--- src/rtl/mips_lsu_bus.sv ---
// mips_lsu_bus: Avalon-MM load/store unit for the multicycle MIPS core.
// Runs one byte/half/word access per request: IDLE -> BUS -> RESP -> IDLE.
// All outputs are registered. Build option: define MIPS_LSU_ALIGN_CHECK_EN to
// reject misaligned and reserved-size accesses with resp_err instead of running them.
module mips_lsu_bus #(
  parameter int unsigned ADDR_W = 32,
  parameter int unsigned DATA_W = 32
) (
  input  logic              clk,
  input  logic              reset_n,
  input  logic              req_valid,
  output logic              req_ready,
  input  logic              req_write,
  input  logic [1:0]        req_size,
  input  logic              req_signed,
  input  logic [ADDR_W-1:0] req_addr,
  input  logic [31:0]       req_wdata,
  output logic              resp_valid,
  output logic [31:0]       resp_rdata,
  output logic              resp_err,
  output logic [ADDR_W-1:0] address,
  output logic              read,
  output logic              write,
  input  logic              waitrequest,
  output logic [31:0]       writedata,
  output logic [3:0]        byteenable,
  input  logic [31:0]       readdata
);

  if (DATA_W != 32) begin : g_bad_data_w
    $error("mips_lsu_bus: DATA_W must be 32");
  end
  if (ADDR_W < 3) begin : g_bad_addr_w
    $error("mips_lsu_bus: ADDR_W must be >= 3");
  end

  localparam logic [1:0] IDLE = 2'd0;
  localparam logic [1:0] BUS  = 2'd1;
  localparam logic [1:0] RESP = 2'd2;

  logic [1:0]        state_q;
  logic              req_ready_q, resp_valid_q, resp_err_q;
  logic [31:0]       resp_rdata_q, writedata_q;
  logic [ADDR_W-1:0] address_q;
  logic              read_q, write_q;
  logic [3:0]        byteenable_q;
  logic [1:0]        size_q, off_q;
  logic              signed_q;

  logic [3:0]        be_new;
  logic [31:0]       wd_new;
  logic [1:0]        off_new;
  logic              reject;
  logic [31:0]       shifted;
  logic [31:0]       load_data;

  // Lane, data replication and lane offset for the incoming request.
  always_comb begin
    be_new  = 4'b1111;
    wd_new  = req_wdata;
    off_new = 2'b00;
    unique case (req_size)
      2'b00: begin
        be_new  = 4'b0001 << req_addr[1:0];
        wd_new  = {4{req_wdata[7:0]}};
        off_new = req_addr[1:0];
      end
      2'b01: begin
        be_new  = 4'b0011 << {req_addr[1], 1'b0};
        wd_new  = {2{req_wdata[15:0]}};
        off_new = {req_addr[1], 1'b0};
      end
      default: ; // word and reserved size both behave as word
    endcase
  end

  // Alignment rejection (only with the check built in).
  always_comb begin
`ifdef MIPS_LSU_ALIGN_CHECK_EN
    reject = (req_size == 2'b11) ||
             (req_size == 2'b01 && req_addr[0]) ||
             (req_size == 2'b10 && req_addr[1:0] != 2'b00);
`else
    reject = 1'b0;
`endif
  end

  // Pull the addressed lane(s) down to bit 0 and extend.
  always_comb begin
    shifted = readdata >> {off_q, 3'b000};
    unique case (size_q)
      2'b00:   load_data = {{24{signed_q & shifted[7]}}, shifted[7:0]};
      2'b01:   load_data = {{16{signed_q & shifted[15]}}, shifted[15:0]};
      default: load_data = shifted; // off_q is 0 for words
    endcase
  end

  // Control FSM and registered bus/response outputs.
  always_ff @(posedge clk or negedge reset_n) begin
    if (!reset_n) begin
      state_q      <= IDLE;
      req_ready_q  <= 1'b1;
      resp_valid_q <= 1'b0;
      resp_err_q   <= 1'b0;
      resp_rdata_q <= '0;
      address_q    <= '0;
      read_q       <= 1'b0;
      write_q      <= 1'b0;
      writedata_q  <= '0;
      byteenable_q <= '0;
      size_q       <= 2'b00;
      off_q        <= 2'b00;
      signed_q     <= 1'b0;
    end else begin
      unique case (state_q)
        IDLE: begin
          if (req_valid && req_ready_q) begin
            req_ready_q  <= 1'b0;
            size_q       <= req_size;
            off_q        <= off_new;
            signed_q     <= req_signed;
            resp_rdata_q <= '0;
            if (reject) begin
              // Skip the bus entirely; respond next cycle with an error.
              state_q      <= RESP;
              resp_valid_q <= 1'b1;
              resp_err_q   <= 1'b1;
            end else begin
              state_q      <= BUS;
              address_q    <= {req_addr[ADDR_W-1:2], 2'b00};
              read_q       <= ~req_write;
              write_q      <= req_write;
              byteenable_q <= be_new;
              writedata_q  <= wd_new;
            end
          end
        end
        BUS: begin
          if (!waitrequest) begin
            read_q       <= 1'b0;
            write_q      <= 1'b0;
            byteenable_q <= '0;
            writedata_q  <= '0;
            resp_valid_q <= 1'b1;
            resp_err_q   <= 1'b0;
            resp_rdata_q <= read_q ? load_data : 32'h0;
            state_q      <= RESP;
          end
        end
        RESP: begin
          resp_valid_q <= 1'b0;
          resp_err_q   <= 1'b0;
          req_ready_q  <= 1'b1;
          state_q      <= IDLE;
        end
        default: begin
          state_q     <= IDLE;
          req_ready_q <= 1'b1;
        end
      endcase
    end
  end

  assign req_ready  = req_ready_q;
  assign resp_valid = resp_valid_q;
  assign resp_rdata = resp_rdata_q;
  assign resp_err   = resp_err_q;
  assign address    = address_q;
  assign read       = read_q;
  assign write      = write_q;
  assign writedata  = writedata_q;
  assign byteenable = byteenable_q;

endmodule

--- config.mk ---
export PLATFORM = sky130hd
export DESIGN_NAME = mips_lsu_bus
export DESIGN_NICKNAME = d
export VERILOG_FILES = /design/src/rtl/mips_lsu_bus.sv
export SDC_FILE = /design/constraint.sdc
export NUM_CORES = 1
export LEC_CHECK = 0
export ABC_AREA = 0
export CELL_PAD_IN_SITES_DETAIL_PLACEMENT = 1
export CELL_PAD_IN_SITES_GLOBAL_PLACEMENT = 1
export CORE_ASPECT_RATIO = 0.6
export CORE_UTILIZATION = 31
export CTS_CLUSTER_DIAMETER = 150
export CTS_CLUSTER_SIZE = 24
export DETAILED_ROUTE_END_ITERATION = 7
export MAX_ROUTING_LAYER = met4
export PLACE_DENSITY_LB_ADDON = 0.1
export SETUP_SLACK_MARGIN = 0.5
export SLEW_MARGIN = 20
export SYNTH_ARGS = -nofsm -noshare
export SYNTH_HDL_FRONTEND = slang
export SYNTH_SLANG_ARGS = --single-unit
--- constraint.sdc ---
create_clock -name clk -period 2.4 [get_ports clk]
set_input_delay 0.72 -clock clk [delete_from_list [all_inputs] [get_ports clk]]
set_output_delay 0.72 -clock clk [all_outputs]
set_load 0.05 [all_outputs]
==> metrics.txt <==
# TYPE chip_impl_metric gauge
chip_impl_info{name="status",value="finished clean"} 1
chip_impl_metric{name="flop_pwr_share",unit=""} 0.281
chip_impl_metric{name="finalCoreUtilization",unit=""} 0.511
chip_impl_metric{name="maxCapViolations",unit=""} 0
chip_impl_metric{name="port_buffers",unit=""} 205
chip_impl_metric{name="maxSlewHeadroom",unit=""} 0.614
chip_impl_metric{name="detail_route.wirelength",unit="mm"} 17.3
chip_impl_metric{name="drt_pass1_iterations",unit=""} 6
chip_impl_metric{name="post-dp-hpwl",unit="mm"} 11.9
chip_impl_metric{name="maxSlewViolCount",unit=""} 0
chip_impl_metric{name="post_detailed_route_count_of_antenna_violating_nets",unit=""} 0
chip_impl_info{name="endpoint_kind",value="flop"} 1
chip_impl_metric{name="grt_first_pass_wirelength",unit="mm"} 27.6
chip_impl_info{name="criticalPathCategory",value="input pin to flop"} 1
chip_impl_metric{name="internal_power",unit="mW"} 5.52
chip_impl_metric{name="grt_antenna_before_repair",unit=""} 0
chip_impl_metric{name="final_routed_drc_violation_total",unit=""} 0
chip_impl_metric{name="core_box_area",unit="um2"} 15500
chip_impl_metric{name="gp_congestion",unit=""} 0.819
chip_impl_metric{name="share_of_the_yosys_chip_area_belonging_to_registers",unit=""} 0.552
chip_impl_metric{name="max-vdd-ir-drop",unit="mV"} 0.601
chip_impl_metric{name="fmaxAchievable",unit="MHz"} 528
chip_impl_metric{name="top_level_ports",unit=""} 209
chip_impl_metric{name="share_comb_of_total_power",unit=""} 0.568
chip_impl_metric{name="dr_wl_cell",unit="um"} 18.9
chip_impl_metric{name="power.clock.fraction",unit=""} 0.152
chip_impl_info{name="synth_area_leaders",value="sky130_fd_sc_hd__dfrtp_1 (55%), sky130_fd_sc_hd__nand2_1 (11%), sky130_fd_sc_hd__mux2i_1 (7.9%)"} 1
chip_impl_metric{name="crit_required",unit="ns"} 2.62
chip_impl_metric{name="fp.dieW",unit="um"} 165
chip_impl_info{name="cts_tree",value="built"} 1
chip_impl_metric{name="power_per_cell_area",unit="nW/um2"} 1370
chip_impl_metric{name="design.final.nets",unit=""} 815
chip_impl_metric{name="fin_crit_sh",unit=""} 0.790
chip_impl_metric{name="h_tree_depth",unit=""} 3
chip_impl_metric{name="synth-seq-cells",unit=""} 109
chip_impl_metric{name="netlist_instances",unit=""} 497
chip_impl_metric{name="yosysTopAreaCellShare",unit=""} 0.547
chip_impl_info{name="crit_path_start_kind",value="input pin"} 1
chip_impl_info{name="cts-root-buf",value="sky130_fd_sc_hd__clkbuf_16"} 1
chip_impl_metric{name="power.leakage",unit="nW"} 3.52
chip_impl_metric{name="die_area",unit="um2"} 16500
chip_impl_info{name="grt_setup_unrepaired",value="yes"} 1
chip_impl_metric{name="cts_made_buffers",unit=""} 9
chip_impl_metric{name="setup_slack_of_the_most_critical_reg_to_reg_path",unit="ns"} 0.63
chip_impl_metric{name="die_height",unit="um"} 99.8
chip_impl_metric{name="synthesis.yosys.warnings",unit=""} 0
chip_impl_metric{name="clkSinkCount",unit=""} 109
chip_impl_metric{name="drive_gt1_frac",unit=""} 0.242
chip_impl_metric{name="dr.first_iter.drc_count",unit=""} 212
chip_impl_metric{name="switching_power",unit="mW"} 5.29
chip_impl_metric{name="critical_path.max_fanout",unit=""} 6
chip_impl_metric{name="global_route.usage.total",unit=""} 0.225
chip_impl_metric{name="via_count",unit=""} 4561
chip_impl_info{name="origin_of_the_critical_flop_to_flop_path",value="req_ready"} 1
chip_impl_metric{name="min_period",unit="ns"} 1.90
chip_impl_metric{name="worst_slew_pin_slew",unit="ns"} 0.578
chip_impl_metric{name="reg_clk_slew_reported_paths",unit="ns"} 0.07
chip_impl_metric{name="synth_cell_type_count",unit=""} 37
chip_impl_metric{name="clock_skew",unit="ns"} 0.00714
chip_impl_metric{name="maximum_number_of_pins_on_one_net_before_global_route_repair",unit=""} 57
chip_impl_metric{name="arrival",unit="ns"} 2.11
chip_impl_metric{name="syn2layout_area_growth",unit="%"} 60.0
chip_impl_metric{name="placement_rows",unit=""} 35
chip_impl_metric{name="effective_utilization_at_floorplan",unit=""} 0.320
chip_impl_metric{name="setup_viol",unit=""} 0
chip_impl_metric{name="clk_latency",unit="ns"} 0.34
chip_impl_metric{name="netlist_area",unit="um2"} 4940
chip_impl_info{name="worst_hold_path_type",value="input pin to async pin"} 1
chip_impl_metric{name="max-clock-path-buffers",unit=""} 2
chip_impl_metric{name="r2r_cells",unit=""} 4
chip_impl_metric{name="post_drt_via_cell_ratio",unit=""} 4.96
chip_impl_metric{name="hold_viol",unit=""} 0
chip_impl_metric{name="antennaDiodeCount",unit=""} 0
chip_impl_metric{name="final.setup.tns",unit="ns"} 0
chip_impl_info{name="r2r_end",value="off_q[0]"} 1
chip_impl_info{name="synth_top_area_cell",value="sky130_fd_sc_hd__dfrtp_1"} 1
chip_impl_metric{name="grt_pass1_vias",unit=""} 4840
chip_impl_metric{name="global_route.overflow_total",unit=""} 0
chip_impl_metric{name="synth.avg_cell_area",unit="um2"} 9.94
chip_impl_metric{name="swShare",unit=""} 0.489
chip_impl_metric{name="final.hold.worst_slack",unit="ns"} 0.363
## repair_timing
action | 4_1_cts | 5_1_grt
pin swaps | 4 | 1
gates resized for setup | 312 | 4
setup buffers | 6 | 0
endpoints found under the hold margin | 0 | 0
gates cloned | 5 | 0
hold buffers | 0 | 0
setup endpoints to repair | 203 | 11
## synth_stat cells (all sizes together)
| cell | n |
|---|---|
| nor4bb | 1 |
| a221o | 16 |
| nand2 | 146 |
| mux4 | 1 |
| dfrtp | 108 |
| or2 | 1 |
| conb | 1 |
| dfstp | 1 |
| o211ai | 1 |
| nand3b | 8 |
| nor3b | 3 |
| clkbuf | 17 |
| nor2 | 21 |
| o211a | 1 |
| nor2b | 2 |
| nor3 | 1 |
| and2 | 1 |
| a21oi | 24 |
| nand2b | 2 |
| o31ai | 7 |
| nand3 | 1 |
| dlygate4sd1 | 3 |
| a22o | 9 |
| mux2i | 39 |
| a32o | 1 |
| inv | 1 |
| o21ai | 49 |
| mux2 | 9 |
| and3 | 1 |
| nand4bb | 1 |
| buf | 20 |
## cell type report
cell class	instances	area (um2)
tap	203	254
timing repair buffer	237	2490
clock buffer	11	243
multi-input combinational	353	2100
fill	1706	7550
sequential	109	2730
clock inverter	5	82.6
inverter	1	3.75
## cell usage in the layout (no fill, tap or decap), types with 2 or more instances in the layout
cell and n:
sky130_fd_sc_hd__o21ai_0 10, sky130_fd_sc_hd__nand2_1 146, sky130_fd_sc_hd__buf_4 28, sky130_fd_sc_hd__clkbuf_16 9, sky130_fd_sc_hd__nand2b_1 2, sky130_fd_sc_hd__mux2_1 2, sky130_fd_sc_hd__mux2_2 7, sky130_fd_sc_hd__dlygate4sd2_1 3
sky130_fd_sc_hd__nor3b_4 2, sky130_fd_sc_hd__nor2b_1 2, sky130_fd_sc_hd__buf_12 5, sky130_fd_sc_hd__bufinv_16 2, sky130_fd_sc_hd__nor2_1 20, sky130_fd_sc_hd__a221o_1 16, sky130_fd_sc_hd__o31ai_1 7, sky130_fd_sc_hd__nor2_2 2
sky130_fd_sc_hd__o21ai_1 39, sky130_fd_sc_hd__nor2_4 2, sky130_fd_sc_hd__a22o_1 9, sky130_fd_sc_hd__a21oi_1 24, sky130_fd_sc_hd__clkdlybuf4s15_2 98, sky130_fd_sc_hd__buf_6 3, sky130_fd_sc_hd__mux2i_1 39, sky130_fd_sc_hd__nand3b_1 8
sky130_fd_sc_hd__conb_1 3, sky130_fd_sc_hd__clkdlybuf4s15_1 2, sky130_fd_sc_hd__clkdlybuf4s50_1 96, sky130_fd_sc_hd__dfrtp_1 108, sky130_fd_sc_hd__o211a_4 2
## critical path, stage by stage
cell and delay (ns):
sky130_fd_sc_hd__clkdlybuf4s50_1 0.43, sky130_fd_sc_hd__nor2_1 0.39, sky130_fd_sc_hd__buf_4 0.28, sky130_fd_sc_hd__mux2i_1 0.21, sky130_fd_sc_hd__o21ai_1 0.07
## per-stage QoR
step           total power [mW]  std cells  setup WS (ns)  instance area (um2)
6_report                   10.8        919          0.505                 7900
5_1_grt                    11.4        919          0.483                 7900
4_1_cts                    10.9        919          0.517                 7900
3_5_place_dp               9.17        892         -0.358                 7310
3_3_place_gp               9.03        892         -0.332                 7310
2_1_floorplan              6.86        499          0.438                 4950
## cell families (layout without fill, tap and decap cells)
family / after synthesis / after routing / synth area share
AOI/OAI and AO/OA: 108 / 109 / 0.140
buffers and inverters: 41 / 254 / 0.0415
DFF: 109 / 109 / 0.552
muxes: 49 / 49 / 0.104
other: 1 / 3 / 0.000759
and+or+nand+nor: 189 / 192 / 0.161
## layer usage
layer / track usage / vias to the layer above / part of all wire
met5: - / - / 0
met4: 0.0402 / 0 / 0.0079
met3: 0.0529 / 11 / 0.076
met2: 0.329 / 167 / 0.43
met1: 0.319 / 2255 / 0.49
li1: - / 2128 / -
## power groups by stage
stage / Sequential, mW / Combinational, mW / Clock [mW]
floorplan: 5.23 / 1.64 / 0
global placement: 3.01 / 6.02 / 0
detailed placement: 3.05 / 6.12 / 0
CTS: 3.05 / 6.17 / 1.67
global route: 3.14 / 6.52 / 1.74
finish: 3.04 / 6.13 / 1.64
## state kept, by name, indices dropped and copies added (netlist names)
| register | flops |
|---|---|
| off_q | 2 |
| state_q | 2 |
| resp_valid | 1 |
| byteenable | 4 |
| writedata | 32 |
| write | 1 |
| req_ready | 1 |
| address | 30 |
| resp_rdata | 32 |
| size_q | 2 |
| read | 1 |
| signed_q | 1 |
## worst max-delay path by stage
stage                            start        endpoint  slack, ns  depth (start not counted)
after floorplan           readdata[31]  resp_rdata[21]       0.44                          4
after global placement     waitrequest   writedata[17]      -0.33                          7
after detailed placement   waitrequest    writedata[9]      -0.36                          7
after CTS                 readdata[31]  resp_rdata[17]       0.52                          4
after global routing       req_size[1]   writedata[12]       0.48                          5
final                      req_size[1]   writedata[15]       0.50                          5
(Power assumes the default switching activity.)
